$ cat config.mk
export PLATFORM = sky130hd
export DESIGN_NAME = det_seq_ctrl
export DESIGN_NICKNAME = d
export VERILOG_FILES = /design/src/rtl/det_seq_ctrl.sv
export SDC_FILE = /design/constraint.sdc
export NUM_CORES = 1
export LEC_CHECK = 0
export ABC_CLOCK_PERIOD_IN_PS = 6900
export CORE_MARGIN = 2
export CORE_UTILIZATION = 53
export CTS_BUF_LIST = sky130_fd_sc_hd__clkbuf_4
export CTS_CLUSTER_SIZE = 16
export DETAILED_ROUTE_END_ITERATION = 8
export GPL_TIMING_DRIVEN = 1
export PLACE_DENSITY = 0.8
export SLEW_MARGIN = 20
export SYNTH_ARGS = -nofsm -noshare
export SYNTH_HDL_FRONTEND = slang
export SYNTH_SLANG_ARGS = --single-unit
$ cat constraint.sdc
create_clock -name clk -period 6.9 [get_ports clk]
set_input_delay 1.38 -clock clk [delete_from_list [all_inputs] [get_ports clk]]
set_output_delay 1.38 -clock clk [all_outputs]
set_load 0.01 [all_outputs]
$ cat src/rtl/det_seq_ctrl.sv
// Determinant sequencer for signed 2x2/3x3 matrices. It time-shares one external
// DATA_W x DATA_W multiplier and accumulates with DATA_W-bit wrap-around.
module det_seq_ctrl #(
  parameter int DATA_W = 8
) (
  input  logic                       clk,
  input  logic                       reset,
  input  logic                       start,
  input  logic                       tamanho,
  input  logic [9*DATA_W-1:0]        matriz,
  output logic signed [DATA_W-1:0]   mult_a,
  output logic signed [DATA_W-1:0]   mult_b,
  input  logic signed [DATA_W-1:0]   mult_resultado,
  input  logic                       mult_overflow,
  output logic                       busy,
  output logic                       done,
  output logic signed [DATA_W-1:0]   resultado,
  output logic                       flag_overflow
);

  typedef enum logic [1:0] {IDLE, CALC, FIM} state_t;
  typedef enum logic [2:0] {
    K_LOAD_P,    // P   = prod
    K_LOAD_T,    // T   = P - prod
    K_LOAD_ACC,  // ACC = prod
    K_ACC_SUB,   // ACC = ACC - prod
    K_ACC_ADD,   // ACC = ACC + prod
    K_ACC_PSUB   // ACC = P - prod (2x2 closing step)
  } kind_t;

  state_t                     state_q, state_nxt;
  logic [3:0]                 step_q;
  logic [9*DATA_W-1:0]        mat_q;
  logic                       size_q;
  logic signed [DATA_W-1:0]   p_q, t_q, acc_q;
  logic                       sticky_q;

  kind_t                      kind;
  logic                       last;
  logic signed [DATA_W-1:0]   alu_res;
  logic                       alu_ovf;
  logic signed [DATA_W-1:0]   el [9];

  function automatic logic add_ovf(input logic signed [DATA_W-1:0] x,
                                   input logic signed [DATA_W-1:0] y,
                                   input logic signed [DATA_W-1:0] s);
    return (x[DATA_W-1] == y[DATA_W-1]) && (s[DATA_W-1] != x[DATA_W-1]);
  endfunction

  function automatic logic sub_ovf(input logic signed [DATA_W-1:0] x,
                                   input logic signed [DATA_W-1:0] y,
                                   input logic signed [DATA_W-1:0] d);
    return (x[DATA_W-1] != y[DATA_W-1]) && (d[DATA_W-1] != x[DATA_W-1]);
  endfunction

  for (genvar k = 0; k < 9; k++) begin : g_el
    assign el[k] = $signed(mat_q[DATA_W*k +: DATA_W]);
  end

  assign busy = (state_q != IDLE);
  assign done = (state_q == FIM);

  // Operand/step decode: 3x3 expands along row 0 using the three 2x2 cofactors.
  always_comb begin
    state_nxt = state_q;
    mult_a    = '0;
    mult_b    = '0;
    kind      = K_LOAD_P;
    last      = 1'b0;
    case (state_q)
      IDLE: if (start) state_nxt = CALC;
      CALC: begin
        if (size_q) begin
          case (step_q)
            4'd0: begin mult_a = el[4]; mult_b = el[8]; kind = K_LOAD_P;   end
            4'd1: begin mult_a = el[5]; mult_b = el[7]; kind = K_LOAD_T;   end
            4'd2: begin mult_a = el[0]; mult_b = t_q;   kind = K_LOAD_ACC; end
            4'd3: begin mult_a = el[3]; mult_b = el[8]; kind = K_LOAD_P;   end
            4'd4: begin mult_a = el[5]; mult_b = el[6]; kind = K_LOAD_T;   end
            4'd5: begin mult_a = el[1]; mult_b = t_q;   kind = K_ACC_SUB;  end
            4'd6: begin mult_a = el[3]; mult_b = el[7]; kind = K_LOAD_P;   end
            4'd7: begin mult_a = el[4]; mult_b = el[6]; kind = K_LOAD_T;   end
            4'd8: begin mult_a = el[2]; mult_b = t_q;   kind = K_ACC_ADD;  last = 1'b1; end
            default: ;
          endcase
        end else if (!step_q[0]) begin
          mult_a = el[0]; mult_b = el[4]; kind = K_LOAD_P;
        end else begin
          mult_a = el[1]; mult_b = el[3]; kind = K_ACC_PSUB; last = 1'b1;
        end
        if (last) state_nxt = FIM;
      end
      FIM:     state_nxt = IDLE;
      default: state_nxt = IDLE;
    endcase
  end

  always_comb begin
    alu_res = mult_resultado;
    alu_ovf = 1'b0;
    case (kind)
      K_LOAD_T: begin
        alu_res = p_q - mult_resultado;
        alu_ovf = sub_ovf(p_q, mult_resultado, alu_res);
      end
      K_ACC_SUB: begin
        alu_res = acc_q - mult_resultado;
        alu_ovf = sub_ovf(acc_q, mult_resultado, alu_res);
      end
      K_ACC_ADD: begin
        alu_res = acc_q + mult_resultado;
        alu_ovf = add_ovf(acc_q, mult_resultado, alu_res);
      end
      K_ACC_PSUB: begin
        alu_res = p_q - mult_resultado;
        alu_ovf = sub_ovf(p_q, mult_resultado, alu_res);
      end
      default: ;
    endcase
  end

  always_ff @(posedge clk) begin
    if (reset) begin
      state_q       <= IDLE;
      step_q        <= '0;
      mat_q         <= '0;
      size_q        <= 1'b0;
      p_q           <= '0;
      t_q           <= '0;
      acc_q         <= '0;
      sticky_q      <= 1'b0;
      resultado     <= '0;
      flag_overflow <= 1'b0;
    end else begin
      state_q <= state_nxt;
      case (state_q)
        IDLE: if (start) begin
          mat_q    <= matriz;
          size_q   <= tamanho;
          sticky_q <= 1'b0;
          step_q   <= '0;
        end
        CALC: begin
          step_q   <= step_q + 4'd1;
          sticky_q <= sticky_q | mult_overflow | alu_ovf;
          case (kind)
            K_LOAD_P: p_q   <= alu_res;
            K_LOAD_T: t_q   <= alu_res;
            default:  acc_q <= alu_res;
          endcase
          // Results only move on the last step so they hold through CALC.
          if (last) begin
            resultado     <= alu_res;
            flag_overflow <= sticky_q | mult_overflow | alu_ovf;
          end
        end
        default: ;
      endcase
    end
  end

endmodule
Yosys cells after proc, flatten, opt, wreduce, memory -nomap -nowiden --
Index checks and enable logic that the tools add are counted.
Storage, ports and cells: output and inout port bits 27, bits in registers 113, input bits 85
Operators by class: equal/unequal tests 22, add/sub/neg operators 4, reduce and logical (&&, ||, !) cells 25, bitwise logic cells 3, muxes and demuxes 26
Operator list (number):
- $mux 8 | 6
- $pmux 8 s6 | 1
- $pmux 8 s4 | 1
- $pmux 8 s3 | 1
- $eq 4x3->1 const B | 4
- $reduce_or 2->1 | 8
- $sub 8x8->8 | 2
- $reduce_and 2->1 | 7
- $pmux 3 s4 | 1
- $mux 3 | 3
- $add 8x8->8 | 1
- $eq 4x2->1 const B | 2
- $pmux 4 s2 | 1
- $eq 3x3->1 const B | 2
- $mux 1 | 6
- $reduce_or 3->1 | 2
- $ne 1x1->1 | 5
- $add 4x1->4 const B | 1
- $eq 4x1->1 const B | 1
- $eq 4x4->1 const B | 1
- $logic_not 4->1 | 1
- $mux 2 | 2
- $mux 4 | 1
- $ne 2x2->1 const B | 2
- other kinds (14) | 18

Longest topological paths before layout --
Gate-level depths: netlist of run 1.
depth in word-level cells 10, depth in mapped cells 12

Worst setup path before layout of run 1 --
No wires, ideal clock.
path kind register to output, start point reg step_q[0], end point out mult_b[4], arrival 2433 ps, slack 3087 ps, path buffers 3, stages on the path, launching flop included 11, required time 5520 ps, cells stage by stage dfxtp_1 buf_2 buf_1 inv_1 ha_1 buf_2 o21ai_2 nor2_1 a221o_1 a221oi_1 a211oi_1
Between the ends: word-level cells in the longest chain between the ends 5
RTL lines:
- start, declared | line 32 | logic [3:0] step_q;
- start signal, assigned | line 144 | step_q <= step_q + 4'd1;
- $eq 4x4->1, or another cell as far along | line 74 | case (step_q)
- $reduce_or 3->1 (no line) or $reduce_or 2->1 (tied branches)
- $pmux 8 s4 | line 74
- $mux 8 * | line 73 | if (size_q) begin
- $mux 8 * | line 70 | case (state_q)
- end, declared | line 12 | output logic signed [DATA_W-1:0] mult_b,
Every way passes the cells marked *; elsewhere a longest branch is shown, timed or not.

Final worst setup path of run 1 --
start point reg step_q[0], end point out mult_b[0]
The elaborated chain is that of the path after synthesis.

==> results of run 1 <==
per-layer routing:
| metal | track usage [%] | wire length, microns | share of wire [%] | vias up |
|---|---|---|---|---|
| li1 | - | - | - | 2975 |
| met2 | 45.9 | 8690 | 47 | 337 |
| met1 | 37.0 | 7660 | 41 | 2892 |
| met5 | 0 | 0 | 0 | - |
| met3 | 6.46 | 1590 | 8.6 | 52 |
| met4 | 11.2 | 518 | 2.8 | 0 |
cell usage in the layout, fill, tap and decap left out, types with 10 or more instances in the layout:
| master | instances |
|---|---|
| a211oi_1 | 22 |
| a221oi_1 | 10 |
| inv_1 | 21 |
| nand2_1 | 163 |
| a211oi_2 | 16 |
| nand2b_1 | 12 |
| ha_1 | 25 |
| clkbuf_4 | 18 |
| nor2_1 | 55 |
| mux2i_1 | 17 |
| o21ai_0 | 16 |
| clkdlybuf4s50_1 | 110 |
| dfxtp_1 | 113 |
| a21oi_1 | 101 |
flip-flops by register name (all words and copies together) (netlist names):
| signal | count |
|---|---|
| acc_q | 8 |
| flag_overflow | 1 |
| mat_q | 72 |
| p_q | 8 |
| resultado | 8 |
| size_q | 1 |
| state_q | 2 |
| step_q | 4 |
| sticky_q | 1 |
| t_q | 8 |
cell families after synthesis:
kind of cell / after synthesis / share of synthesized area, %
flops: 113 / 35.0
simple gates: 281 / 19.8
buf+inv: 77 / 5.67
xor+xnor: 7 / 0.949
mux: 27 / 4.45
fa+ha+maj: 28 / 5.77
compound gates: 250 / 28.3
through the flow:
stage	cells	instance area (sq um)	total power [mW]	setup WS [ns]	hold slack (ns)
floorplan	783	6460	0.949	3.09	0.436
global placement	991	7510	1.06	2.42	0.445
detailed placement	991	7510	1.07	2.27	0.451
CTS	1023	7810	1.58	1.66	0.467
global route	1024	7810	1.65	1.37	0.485
finish	1024	7810	1.58	1.61	0.470
layout make-up:
type	instances	area share, %
Antenna cell	1	0.0320
Clock buffer	18	1.73
Clock inverter	14	2.10
Inverter	23	1.11
Multi-Input combinational cell	593	49.1
Sequential cell	113	29.0
Tap cell	147	2.36
Timing Repair Buffer	115	14.6
cells in the mapped netlist (3+ instances only):
cell type	instances
nand2_1	164
dfxtp_1	113
a21oi_1	101
nor2_1	55
clkbuf_1	26
ha_1	25
a211oi_1	22
inv_1	21
mux2i_1	17
a211oi_2	16
o21ai_0	16
buf_2	13
nand2b_1	12
a221oi_1	10
a22oi_1	9
a31oi_1	9
nor2b_1	9
a221o_1	8
a222oi_1	8
mux2_2	8
nor3_1	8
buf_6	6
nor2_2	6
xnor2_1	6
o21a_1	5
buf_1	4
buf_4	4
nand3b_1	4
o31a_1	4
o32ai_1	4
and2_1	3
fa_1	3
nor3b_2	3
o211ai_1	3
o31ai_1	3
report_power, final:
part           switching (mW)  internal [mW]
logic                   0.185          0.148
clock network           0.264          0.253
registers              0.0368          0.691
total                   0.486           1.09
path summary, 6_finish.rpt:
check / from / to / slack [ns] / depth (start not counted)
max: step_q[0] / mult_b[0] / 1.61 / 8
max reg2reg: step_q[0] / t_q[5] / 3.29 / 7
min: mat_q[23] / mat_q[23] / 0.47 / 2
min reg2reg: mat_q[23] / mat_q[23] / 0.47 / 2
critical path: stages (launching register included):
cell	delay (ns)
dfxtp_1	1.07
inv_1	0.19
ha_1	0.42
o21ai_2	0.22
nor2_1	0.15
a221o_1	0.43
a221oi_1	0.26
a211oi_1	0.11
clkdlybuf4s50_1	0.53
==> impl_metrics.json, run 1 <==
{
  "status": "finished, final reports clean",
  "avgSynthCellArea_sq_um": 8.25,
  "grt_usage_pct": 28.5,
  "synth_area_leader_cell": "dfxtp_1",
  "rsz0062_at_grt": "no",
  "multi_input_area_sq_mm": 0.00384,
  "ys_ff_latch": 113,
  "dieArea_sq_mm": 0.0131,
  "hp-class": "reg -> reg",
  "totalWireLength_mm": 18.5,
  "ios": 112,
  "detail-route-antenna-nets": 0,
  "gp_congestion": 0.949,
  "p_per_area_mw_per_mm2": 202,
  "end_kind": "primary output",
  "synth_ff_type": "dfxtp_1",
  "firstDrtPassIters": 6,
  "slew_headroom_pct": 25.7,
  "yosys_warnings": 0,
  "first_global_vias": 5927,
  "fill_cells": 1002,
  "h-tree-depth": 4,
  "die_w_microns": 114,
  "drv_slew": 0,
  "drt-vias-per-instance": 6.11,
  "start_util_pct": 54.0,
  "yosysTopAreaCellShare_pct": 35.0,
  "clockRootBuffer": "clkbuf_4",
  "hold_buffers": 0,
  "cp_max_fo": 24,
  "path_clk_slew_ns": 0.11,
  "syn_inst": 783,
  "fp.dieH_microns": 114,
  "worstPathArrival_ns": 3.91,
  "clock.fmax_mhz": 189,
  "synth_edf_count": 0,
  "yosysUniqueCellTypes": 75,
  "timing_worst_slew_pin_value_ns": 1.11,
  "io_buffers": 111,
  "hold_viol": 0,
  "setup_viol": 0,
  "drc_errors": 0,
  "fin_skew_ns": 0.0144,
  "clock_sinks": 113,
  "cts_tree": "built",
  "drive_gt1_share_pct": 11.3,
  "maxCapViolCount": 0,
  "start_kind": "flop",
  "core_sq_mm": 0.0120,
  "post_cts_resize_count": 0,
  "leakagePower_nw": 2.81,
  "seq_area_sq_mm": 0.00226,
  "grt_overflow_total": 0,
  "numCtsBuffers": 17,
  "nets": 976,
  "critPathKind": "reg -> out",
  "critical_path_required_ns": 5.52,
  "area_delta_synth_final_pct": 20.9,
  "synth_area_sq_mm": 0.00646,
  "antenna_found_initial": 1,
  "grt_max_degree": 76,
  "yosys-top-cells-area": "dfxtp_1, nand2_1, a21oi_1",
  "clock_path_buffers": 2,
  "fin_crit_sh_pct": 76.7,
  "yosysSeqAreaShare_pct": 35.0,
  "post-cts-setup-buffers": 0,
  "grt_pass1_wl_mm": 29.3,
  "syn_nets": 896,
  "vdd_drop_max_v": 0.000129,
  "rows": 40,
  "wl_per_cell_microns": 18.0,
  "drt_iter0_drc": 559,
  "vias": 6256,
  "place.detailed.hpwl_mm": 13.5,
  "utilization_pct": 65.3,
  "clock_latency_ns": 0.53,
  "fin_crit_ns": 5.29,
  "synthArstFlopShare_pct": 0,
  "tns_ns": 0
}
(Power assumes the default switching activity.)
==> inputs of run 2 (changes only) <==
- ABC_CLOCK_PERIOD_IN_PS: 6900 -> 5200
- clock period: 6.9 -> 5.2 ns (I/O delays scaled with it)
==> impl_metrics.json, run 2 (synthesis gave the netlist of run 1 again) <==
{
  "status": "finished, final reports clean",
  "drc_errors": 0,
  "crit_family": "compound AO/OA/AOI/OAI gates",
  "hold_ws_ns": 0.463,
  "largest_register_ffs": 72,
  "r2r-end": "t_q[3]",
  "post-place-ws_ns": 1.45,
  "h-tree-depth": 4,
  "post-cts-setup-buffers": 0,
  "fin_crit_sh_pct": 81.9,
  "die_w_microns": 114,
  "dieArea_sq_mm": 0.0131,
  "path_clk_slew_ns": 0.10,
  "clock_path_buffers": 2,
  "start_kind": "flop",
  "path_cells": "inv_1 > ha_1 > o21ai_2 > nor2_1 > a221o_1 > a221oi_1 > a211oi_1 > clkdlybuf4s50_1",
  "critPathKind": "reg -> out",
  "post_cts_resize_count": 0,
  "drv_slew": 0,
  "hold_viol": 0,
  "cp_max_fo": 8,
  "wl_per_cell_microns": 18.1,
  "core_sq_mm": 0.0120,
  "largest-register": "mat_q",
  "antenna_found_initial": 0,
  "cts_tree": "built",
  "min-delay-start": "mat_q[43]",
  "clock_sinks": 113,
  "r2r_start": "step_q[3]",
  "ios": 112,
  "grt_usage_pct": 29.1,
  "drt_iter0_drc": 482,
  "crit_buf_inv": 2,
  "drt-vias-per-instance": 6.01,
  "rsz0062_at_grt": "no",
  "min_delay_path_depth": 2,
  "fin_area_sq_mm": 0.00780,
  "fin_crit_ns": 4.26,
  "maxCapViolCount": 0,
  "place_area_sq_mm": 0.00752,
  "min_to": "mat_q[43]",
  "rrSetupSlack_ns": 2.32,
  "vdd_drop_max_v": 0.000153,
  "hold_buffers": 0,
  "vias": 6150,
  "setup_viol": 0,
  "diodes": 0,
  "io_buffers": 111,
  "detail-route-antenna-nets": 0,
  "clock_latency_ns": 0.54,
  "worstPathArrival_ns": 3.22,
  "mostFrequentLayoutCells": "nand2_1, dfxtp_1, clkdlybuf4s50_1",
  "fp.dieH_microns": 114,
  "critPathMaxStageDelay_ns": 0.61,
  "nets": 977,
  "worst_slack_ns": 0.939,
  "layout_commonest_cell": "nand2_1",
  "critical_path_required_ns": 4.16,
  "p_per_area_mw_per_mm2": 268,
  "totalWireLength_mm": 18.5,
  "drive_gt1_share_pct": 11.2,
  "grt_overflow_total": 0,
  "place.detailed.hpwl_mm": 13.6,
  "clockRootBuffer": "clkbuf_4",
  "grt_pass1_wl_mm": 29.8,
  "hp-class": "reg -> reg",
  "start_util_pct": 54.0,
  "fin_skew_ns": 0.0136,
  "cp_slowest_cell": "clkdlybuf4s50_1",
  "timing_worst_slew_pin_value_ns": 0.904,
  "tns_ns": 0,
  "gp_congestion": 0.897,
  "first_global_vias": 6019,
  "slew_headroom_pct": 39.7,
  "numCtsBuffers": 17,
  "grt_max_degree": 66,
  "end_kind": "primary output",
  "r2r_cells": 6,
  "firstDrtPassIters": 5,
  "clock.fmax_mhz": 235,
  "area_delta_synth_final_pct": 20.7,
  "leakagePower_nw": 2.83,
  "rows": 40
}
run 2: changes by cell type in the layout (fill, tap and decap cells not counted):
cell,delta
clkinv_1,+1
clkinvlp_4,-4
buf_4,+1
diode_2,-1
clkinv_4,+1
clkinv_2,+1
clkbuf_4,+1
inv_6,-1
run 2: cell type report:
| type | count | area (sq um) |
|---|---|---|
| Fill cell | 994 | 4160 |
| Multi-Input combinational cell | 593 | 3840 |
| Sequential cell | 113 | 2260 |
| Timing Repair Buffer | 116 | 1150 |
| Tap cell | 147 | 184 |
| Clock buffer | 19 | 143 |
| Clock inverter | 12 | 143 |
| Inverter | 23 | 86.3 |
run 2: metrics by stage:
| stage | instances | power (mW) | util (%) |
|---|---|---|---|
| after floorplan | 783 | 1.26 | - |
| after global placement | 992 | 1.41 | 62.8 |
| after detailed placement | 992 | 1.42 | 62.8 |
| after CTS | 1023 | 2.09 | 65.2 |
| after global routing | 1023 | 2.18 | 65.2 |
| final | 1023 | 2.09 | 65.2 |
run 2: power breakdown:
part | internal, mW | switching (mW) | leakage, nW
sequential | 0.917 | 0.0411 | 0.925
clock | 0.336 | 0.341 | 0.157
combinational | 0.197 | 0.255 | 1.75
total | 1.45 | 0.637 | 2.83
run 2: metal layers:
metal / wire, microns / part of all wire, % / GRT usage, % / up-vias
met4: 470 / 2.5 / 11.2 / 0
met5: 0 / 0 / 0 / -
li1: - / - / - / 2969
met3: 1030 / 5.6 / 6.46 / 42
met1: 8300 / 45 / 38.3 / 2896
met2: 8730 / 47 / 46.7 / 243
run 2: worst max path at each step:
stage | startpoint | to | slack (ns) | depth (start not counted)
2_1_floorplan | step_q[0] | mult_b[4] | 1.73 | 10
3_3_place_gp | mult_resultado[4] | flag_overflow | 1.44 | 9
3_5_place_dp | mult_resultado[0] | acc_q[4] | 1.45 | 9
4_1_cts | step_q[0] | mult_b[2] | 0.95 | 8
5_1_grt | step_q[2] | mult_b[7] | 0.72 | 5
6_report | step_q[0] | mult_b[2] | 0.94 | 8
run 2: worst reg2reg max path, delay by kind of cell, from the launching register on:
family,cells,cell delay [ns]
AOI/OAI and AO/OA,4,1.52
DFF,1,0.81
and+or+nand+nor,2,0.39
